==> src/rtl/execute_cycle_if.sv <==
// EX-stage bundle: ID/EX inputs, forwarding selects,
// branch redirect and EX/MEM register outputs.
interface execute_cycle_if #(
    parameter int XLEN = 32
);
    // ID/EX control
    logic            regwritee;
    logic            alusrce;
    logic            memwritee;
    logic            resultsrce;
    logic            branche;
    logic [2:0]      alucontrole;
    // ID/EX data
    logic [XLEN-1:0] rd1_e;
    logic [XLEN-1:0] rd2_e;
    logic [XLEN-1:0] imm_ext_e;
    logic [4:0]      rd_e;
    logic [XLEN-1:0] pce;
    logic [XLEN-1:0] pcplus4e;
    // forwarding
    logic [XLEN-1:0] resultw;
    logic [1:0]      forwarda_e;
    logic [1:0]      forwardb_e;
    // branch redirect to fetch
    logic            pcsrce;
    logic [XLEN-1:0] pctargete;
    // EX/MEM register
    logic            regwritem;
    logic            memwritem;
    logic            resultsrcm;
    logic [4:0]      rd_m;
    logic [XLEN-1:0] pcplus4m;
    logic [XLEN-1:0] writedatam;
    logic [XLEN-1:0] aluresultm;

    modport master (
        output regwritee, alusrce, memwritee, resultsrce,
        output branche, alucontrole,
        output rd1_e, rd2_e, imm_ext_e, rd_e, pce, pcplus4e,
        output resultw, forwarda_e, forwardb_e,
        input  pcsrce, pctargete,
        input  regwritem, memwritem, resultsrcm, rd_m,
        input  pcplus4m, writedatam, aluresultm
    );

    modport slave (
        input  regwritee, alusrce, memwritee, resultsrce,
        input  branche, alucontrole,
        input  rd1_e, rd2_e, imm_ext_e, rd_e, pce, pcplus4e,
        input  resultw, forwarda_e, forwardb_e,
        output pcsrce, pctargete,
        output regwritem, memwritem, resultsrcm, rd_m,
        output pcplus4m, writedatam, aluresultm
    );
endinterface

==> src/rtl/execute_cycle.sv <==
// Execute stage: forwarding muxes, ALU, beq resolution,
// branch target and the EX/MEM pipeline register.
module execute_cycle #(
    parameter int XLEN = 32
) (
    input logic           clk,
    input logic           rst,
    execute_cycle_if.slave ex
);
    localparam logic [1:0] FWD_WB  = 2'b01;
    localparam logic [1:0] FWD_MEM = 2'b10;

    localparam logic [2:0] ALU_ADD = 3'b000;
    localparam logic [2:0] ALU_SUB = 3'b001;
    localparam logic [2:0] ALU_AND = 3'b010;
    localparam logic [2:0] ALU_OR  = 3'b011;
    localparam logic [2:0] ALU_SLT = 3'b101;

    logic [XLEN-1:0] srca;
    logic [XLEN-1:0] fwdb;
    logic [XLEN-1:0] srcb;
    logic [XLEN-1:0] alu_res;
    logic            zero;

    // operand A: 10 takes last cycle's latched ALU result
    always_comb begin
        srca = ex.rd1_e;
        unique case (ex.forwarda_e)
            FWD_WB:  srca = ex.resultw;
            FWD_MEM: srca = ex.aluresultm;
            default: srca = ex.rd1_e;
        endcase
    end

    // operand B before the immediate mux; also the store data
    always_comb begin
        fwdb = ex.rd2_e;
        unique case (ex.forwardb_e)
            FWD_WB:  fwdb = ex.resultw;
            FWD_MEM: fwdb = ex.aluresultm;
            default: fwdb = ex.rd2_e;
        endcase
    end

    assign srcb = ex.alusrce ? ex.imm_ext_e : fwdb;

    // ALU; unused codes yield zero
    always_comb begin
        alu_res = '0;
        unique case (ex.alucontrole)
            ALU_ADD: alu_res = srca + srcb;
            ALU_SUB: alu_res = srca - srcb;
            ALU_AND: alu_res = srca & srcb;
            ALU_OR:  alu_res = srca | srcb;
            ALU_SLT: alu_res[0] = $signed(srca) < $signed(srcb);
            default: alu_res = '0;
        endcase
    end

    assign zero         = (alu_res == '0);
    assign ex.pcsrce    = ex.branche & zero;
    assign ex.pctargete = ex.pce + ex.imm_ext_e;

    // EX/MEM register, loaded every cycle, cleared asynchronously
    always_ff @(posedge clk or posedge rst) begin
        if (rst) begin
            ex.regwritem  <= 1'b0;
            ex.memwritem  <= 1'b0;
            ex.resultsrcm <= 1'b0;
            ex.rd_m       <= '0;
            ex.pcplus4m   <= '0;
            ex.writedatam <= '0;
            ex.aluresultm <= '0;
        end else begin
            ex.regwritem  <= ex.regwritee;
            ex.memwritem  <= ex.memwritee;
            ex.resultsrcm <= ex.resultsrce;
            ex.rd_m       <= ex.rd_e;
            ex.pcplus4m   <= ex.pcplus4e;
            ex.writedatam <= fwdb;
            ex.aluresultm <= alu_res;
        end
    end
endmodule

==> src/flat_wrapper.sv <==
// flat-port wrapper written by rule: the top's interface ports become plain ports
module execute_cycle_flat 
#(
    parameter int XLEN = 32
)
  (clk, rst, ex_regwritee, ex_alusrce, ex_memwritee, ex_resultsrce, ex_branche, ex_alucontrole, ex_rd1_e, ex_rd2_e, ex_imm_ext_e, ex_rd_e, ex_pce, ex_pcplus4e, ex_resultw, ex_forwarda_e, ex_forwardb_e, ex_pcsrce, ex_pctargete, ex_regwritem, ex_memwritem, ex_resultsrcm, ex_rd_m, ex_pcplus4m, ex_writedatam, ex_aluresultm);
  execute_cycle_if #(.XLEN(XLEN)) ex_i ();
  input logic clk;
  input logic rst;
  input wire logic [$bits(ex_i.regwritee)-1:0] ex_regwritee;
  input wire logic [$bits(ex_i.alusrce)-1:0] ex_alusrce;
  input wire logic [$bits(ex_i.memwritee)-1:0] ex_memwritee;
  input wire logic [$bits(ex_i.resultsrce)-1:0] ex_resultsrce;
  input wire logic [$bits(ex_i.branche)-1:0] ex_branche;
  input wire logic [$bits(ex_i.alucontrole)-1:0] ex_alucontrole;
  input wire logic [$bits(ex_i.rd1_e)-1:0] ex_rd1_e;
  input wire logic [$bits(ex_i.rd2_e)-1:0] ex_rd2_e;
  input wire logic [$bits(ex_i.imm_ext_e)-1:0] ex_imm_ext_e;
  input wire logic [$bits(ex_i.rd_e)-1:0] ex_rd_e;
  input wire logic [$bits(ex_i.pce)-1:0] ex_pce;
  input wire logic [$bits(ex_i.pcplus4e)-1:0] ex_pcplus4e;
  input wire logic [$bits(ex_i.resultw)-1:0] ex_resultw;
  input wire logic [$bits(ex_i.forwarda_e)-1:0] ex_forwarda_e;
  input wire logic [$bits(ex_i.forwardb_e)-1:0] ex_forwardb_e;
  output wire logic [$bits(ex_i.pcsrce)-1:0] ex_pcsrce;
  output wire logic [$bits(ex_i.pctargete)-1:0] ex_pctargete;
  output wire logic [$bits(ex_i.regwritem)-1:0] ex_regwritem;
  output wire logic [$bits(ex_i.memwritem)-1:0] ex_memwritem;
  output wire logic [$bits(ex_i.resultsrcm)-1:0] ex_resultsrcm;
  output wire logic [$bits(ex_i.rd_m)-1:0] ex_rd_m;
  output wire logic [$bits(ex_i.pcplus4m)-1:0] ex_pcplus4m;
  output wire logic [$bits(ex_i.writedatam)-1:0] ex_writedatam;
  output wire logic [$bits(ex_i.aluresultm)-1:0] ex_aluresultm;
  assign ex_i.regwritee = ex_regwritee;
  assign ex_i.alusrce = ex_alusrce;
  assign ex_i.memwritee = ex_memwritee;
  assign ex_i.resultsrce = ex_resultsrce;
  assign ex_i.branche = ex_branche;
  assign ex_i.alucontrole = ex_alucontrole;
  assign ex_i.rd1_e = ex_rd1_e;
  assign ex_i.rd2_e = ex_rd2_e;
  assign ex_i.imm_ext_e = ex_imm_ext_e;
  assign ex_i.rd_e = ex_rd_e;
  assign ex_i.pce = ex_pce;
  assign ex_i.pcplus4e = ex_pcplus4e;
  assign ex_i.resultw = ex_resultw;
  assign ex_i.forwarda_e = ex_forwarda_e;
  assign ex_i.forwardb_e = ex_forwardb_e;
  assign ex_pcsrce = ex_i.pcsrce;
  assign ex_pctargete = ex_i.pctargete;
  assign ex_regwritem = ex_i.regwritem;
  assign ex_memwritem = ex_i.memwritem;
  assign ex_resultsrcm = ex_i.resultsrcm;
  assign ex_rd_m = ex_i.rd_m;
  assign ex_pcplus4m = ex_i.pcplus4m;
  assign ex_writedatam = ex_i.writedatam;
  assign ex_aluresultm = ex_i.aluresultm;
  execute_cycle #(.XLEN(XLEN)) u_core (.clk(clk), .rst(rst), .ex(ex_i));
endmodule
==> config.mk <==
export PLATFORM = sky130hd
export DESIGN_NAME = execute_cycle_flat
export DESIGN_NICKNAME = d
export VERILOG_FILES = /design/src/rtl/execute_cycle_if.sv /design/src/rtl/execute_cycle.sv /design/src/flat_wrapper.sv
export SDC_FILE = /design/constraint.sdc
export NUM_CORES = 1
export LEC_CHECK = 0
export CAP_MARGIN = 20
export CORE_MARGIN = 5
export CORE_UTILIZATION = 49
export DETAILED_ROUTE_END_ITERATION = 8
export PLACE_DENSITY = 0.83
export SYNTH_ARGS = -nofsm -noshare
export SYNTH_HDL_FRONTEND = slang
export SYNTH_SLANG_ARGS = --single-unit
==> constraint.sdc <==
create_clock -name clk -period 14.6 [get_ports clk]
set_input_delay 4.38 -clock clk [delete_from_list [all_inputs] [get_ports clk]]
set_output_delay 4.38 -clock clk [all_outputs]
set_load 0.03 [all_outputs]
Word level (Yosys, flattened, before mapping)
Cells that the tools add are included.
- bitwise logic cells: 3
- equality and inequality tests: 8
- shift-type cells: 0
- multipliers: 0
- reductions and logical operators: 2
- muxes and demuxes: 5
- add/sub/neg operators: 3
- div/mod/pow operators: 0
- magnitude comparators: 1
- operators with widths (kind ; count):
    case mux 32 bit (2 select lines) ; 2
    case mux 31 bit (4 select lines) ; 1
    adder 32 bit ; 2
    bitwise AND 32 bit ; 1
    logical NOT 32 bit ; 1
    < comparator 32 bit ; 1
    2-to-1 mux 32 bit ; 1
    OR 32 bit ; 1
    subtractor 32 bit ; 1
    == test 3 x 2 -> 1 bit (second input constant) ; 2
    case mux 1 bit (5 select lines) ; 1
    == test 2 x 1 -> 1 bit (second input constant) ; 2
    == test 2 bit (second input constant) ; 2
    == test 3 x 1 -> 1 bit (second input constant) ; 1
    == test 3 bit (second input constant) ; 1
    logical NOT 3 bit ; 1
    bitwise AND 1 bit ; 1
- output and inout port bits: 137
- register bits: 104
- input bits: 211
- bits in latches: 0
- memory bits (writable): 0
- memories kept: 0
- memory bits (read-only): 0
- word-level logic and storage cells: 29

Depth between registers and ports, before layout
- word-level depth: 7
- depth in mapped cells: 20
- gate-level depth less buffers: 20

Least setup slack after synthesis
OpenSTA, ideal clock, no wires.
- path kind: input to output
- start: in ex_forwardb_e[0]
- end: out ex_pcsrce
- data required time: 10.220 ns
- path buffers: 2
- arrival time: 8.898 ns
- slack: 1.322 ns
- stages: 19
- cell sequence: inv_1 -> ha_1 -> clkbuf_1 -> clkbuf_1 -> a21oi_1 -> o21ai_0 -> ha_1 -> inv_1 -> fa_1 -> nand2b_4 -> a211oi_2 -> a211oi_2 -> o31ai_1 -> a21oi_1 -> or4_4 -> a311oi_2 -> o22ai_1 -> or3_1 -> nor4_2
- longest elaborated chain between the ends: 7
- elaborated cells on any way between the ends: 13
- classes of those cells: add/sub (2); order compare (1); eq/ne (2); mux (4); bitwise (3); reduce/logical (1)
- ends and longest elaborated chain (element ; RTL line ; text):
    start, declared ; flat_wrapper.sv:24 ; input wire logic [$bits(ex_i.forwardb_e)-1:0] ex_forwardb_e;
    == test 2 bit / == test 2 x 1 -> 1 bit (equally long branches) ; execute_cycle.sv:38 ; unique case (ex.forwardb_e)
    case mux 32 bit (2 select lines) * ; execute_cycle.sv:38 ;
    2-to-1 mux 32 bit * ; execute_cycle.sv:45 ; assign srcb = ex.alusrce ? ex.imm_ext_e : fwdb;
    subtractor 32 bit (tied with other cells) ; execute_cycle.sv:52 ; ALU_SUB: alu_res = srca - srcb;
    case mux 31 bit (4 select lines) * ; execute_cycle.sv:50 ; unique case (ex.alucontrole)
    via u_core.alu_res[24] ; execute_cycle.sv:22 ; logic [XLEN-1:0] alu_res;
    logical NOT 32 bit * ; execute_cycle.sv:60 ; assign zero = (alu_res == '0);
    bitwise AND 1 bit * ; execute_cycle.sv:61 ; assign ex.pcsrce = ex.branche & zero;
    end, declared ; flat_wrapper.sv:25 ; output wire logic [$bits(ex_i.pcsrce)-1:0] ex_pcsrce;
The timed path passes the listed nets; every way through them passes the cells marked *.

Worst setup path in the final report
Same ends and word-level chain as after synthesis.

==> impl_results.md <==
* Worst setup path class: primary input to primary output
* Status: finished, final reports clean
* Main combinational cell family by area after synthesis: compound AO/OA/AOI/OAI gates
* Design Power at 1.47 mW
* Share of layout cells above drive strength 1 at between 6 and 7%
* Netlist cell types at 89
* Final setup viols at 0
* Die Width at between 150 and 200 um
* Post-synthesis mux area share at 0.843%
* Vias at 13000
* Final Net Count at 2140
* Die area at 0.0262 mm^2
* Synth Area in Compound Gates at 31.6%
* Max Cap Viol at 0
* GRT overflow at 0
* First-pass GRT wire length at 74300 um
* Clk_skew at 9.85 ps
* # rows at 55
* Setup WS pre-CTS at 303 ps
* Die Height at 162 um
* XOR/XNOR share of the synthesized area at 3.65%
* Vias in the first global route at 12400
* Final Hold Viols at 0
* GPL Wtd Cong at roughly 1.1
* Adder-Cell Fraction of Synth Area at between 15 and 20%
* Clock tree from TritonCTS: done
* Tot GR Track Use at 36.8%
* Commonest non-fill, non-tap cell in the layout: clkdlybuf4s50_1
* YS warnings at 0
* Tcrit/Tclk final at 98.3%
* Final cell count without fillers at between 2000 and 2500
* Final worst slack at about 250 ps
* RSZ-0062 raised after global routing: no
* Avg Inst Size Synth at approximately 7.7 um^2
* Most frequent cells in the layout: clkdlybuf4s50_1 (344), a21oi_1 (147), inv_1 (145), ha_1 (135), nand2_1 (129)
* CTS Buf Count at 9
* Largest net degree at the start of global routing at 70
* Maximum vdd drop at 71.2 uV
* Pwr dens at 95.1 mW/mm^2
* DR vias/cell at 6.25
* Worst Path Arrival at 9970 ps
* Root Buffer: clkbuf_16
* Max clock buf depth at 2
* Sequential element share of the synthesized area at 23.1%
* Top cells by area, synth: dfrtp_1 (23%), ha_1 (15%), a21oi_1 (6.5%), inv_1 (4.9%), a22oi_1 (4.5%)
* Io pins at 348
* Async SR Flop Fraction at 100%
* Startpoint Class: primary input
* TritonRoute pass-1 iters at 6
* Average routed wire per standard cell at ~24 um
* Initial antenna violation count at 8
* Leakage at 6.78 nW
* Detailed Route WL at just over 50000 um
* Placed insts at between 2000 and 2500
* DRC violations left at 0
* Post-DP HPWL at 41900 um
* H-Tree Depth at 3
* Fmax at around 70 MHz
* Synthesized-area fraction occupied by and/or/nand/nor cells at 16.6%
* Synth Net Count at about 1800
* Synth Register Bits at about 100
* CP max FO at 27
* Core area at between 0.02 and 0.025 mm^2
* CP required at 10220 ps
* Setup TNS at 0 ps
* Fin. max-slew vios at 0
* Synth area leader: dfrtp_1
* CTS sink count at between 100 and 150
* Post-synth EDFFs at 0
* Mapped cell area at 0.0113 mm^2
* # fillers at 1872
* Post-synth top flop: dfrtp_1
* Worst-Margin Slew at just over 900 ps
* Area delta synth->final at 36.9%
* Initial core utilization at roughly half
* Cells after Synth at 1462
* Slew HR at 37.6%
* Detail Route Antenna Nets at 0
* Final min period at 14350 ps
* Initial DRC Count at 1486
* Clk slew on worst S/H paths at 80 ps
* Port-buffer cells at about 350
* Synth top area share at 23.1%
* Utilization after layout at 68.2%
* Critical Path End Type: primary output
* HP Class: flop to flop
* Worst skew pair latency at approximately 370 ps
[metal layers]
metal	vias up	GRT usage, %	part of all wire (%)
met5	-	0	0
met4	0	15.6	4.8
met3	141	8.83	11
met2	850	58.7	45
met1	6139	47.8	39
li1	5902	-	-
[layout make-up]
cell class              instances  area, um^2  share of cell area, %
clock buffers                  10         239                   1.55
well taps                     285         357                   2.31
flip-flops and latches        104        2600                   16.8
multi-input cells            1127        7760                   50.2
inverters                     152         576                   3.73
clock inverters                 6        61.3                  0.397
diodes                          8        20.0                  0.130
repair buffers                393        3830                   24.8
[synthesized netlist by cell type (24+ instances only)]
master and count:
a22oi_1 68, nor2_1 116, nand2_1 129, xnor2_1 42
inv_1 146, a21o_1 28, nand3_1 24, a21oi_1 147
dfrtp_1 104, ha_1 139, clkbuf_1 48, o21ai_0 98
nor3_1 31
[through the flow]
| stage | hold WS (ps) | area [um^2] |
|---|---|---|
| after CTS | 665 | 15400 |
| after global placement | 639 | 15100 |
| after floorplan | 808 | 11300 |
| after detailed placement | 641 | 15100 |
| after global routing | 713 | 15400 |
| final | 677 | 15400 |
[registers in the layout (all words and copies together), names as in the netlist]
| name | flops |
|---|---|
| u_core.ex.resultsrcm | 1 |
| u_core.ex.pcplus4m | 32 |
| u_core.ex.memwritem | 1 |
| u_core.ex.rd_m | 5 |
| u_core.ex.aluresultm | 32 |
| u_core.ex.regwritem | 1 |
| u_core.ex.writedatam | 32 |
[power by group]
group          total, mW  internal (mW)  switching, mW
Sequential         0.344          0.320         0.0247
Combinational      0.875          0.340          0.536
Clock              0.249          0.125          0.124
[logic make-up (layout without fill, tap and decap cells)]
logic type | count (synthesis) | in the layout
buffers and inverters | 231 | 561
DFF | 104 | 104
AOI/OAI and AO/OA | 534 | 534
adders and majority gates | 142 | 142
and+or+nand+nor | 397 | 397
muxes | 7 | 7
xor gates and xnor gates | 47 | 47
other | 0 | 8
[worst max-delay path, stage by stage]
cell	delay (ps)
clkdlybuf4s50_1	540
inv_1	70
ha_2	610
a21oi_1	150
o21ai_0	520
ha_1	300
inv_1	80
fa_1	450
nand2b_4	160
a211oi_2	250
a211oi_2	190
o311ai_2	480
nand3_1	200
a21oi_1	180
nor3b_1	70
a211o_1	280
nor4_2	300
nand4b_1	170
nor4_2	390
buf_12	180
[timing repair]
| action | in CTS | in global routing |
|---|---|---|
| setup buffers | 0 | 0 |
| hold buffers | 0 | 0 |
| resized for setup | 0 | 5 |
| setup endpoints to repair | 0 | 1 |
[path summary, 6_finish.rpt]
path                                           from                        to  slack [ps]  cells past startpoint
setup / recovery                   ex_forwardb_e[0]                 ex_pcsrce         250                     20
setup reg to reg            u_core.ex.aluresultm[0]  u_core.ex.aluresultm[28]       10290                     16
max in group asynchronous                       rst   u_core.ex.writedatam[6]        8930                      3
hold reg to reg            u_core.ex.aluresultm[23]  u_core.ex.writedatam[23]         680                      4
hold / removal             u_core.ex.aluresultm[23]  u_core.ex.writedatam[23]         680                      4
min in group asynchronous                       rst     u_core.ex.pcplus4m[4]        4380                      2
(Power assumes the default switching activity.)
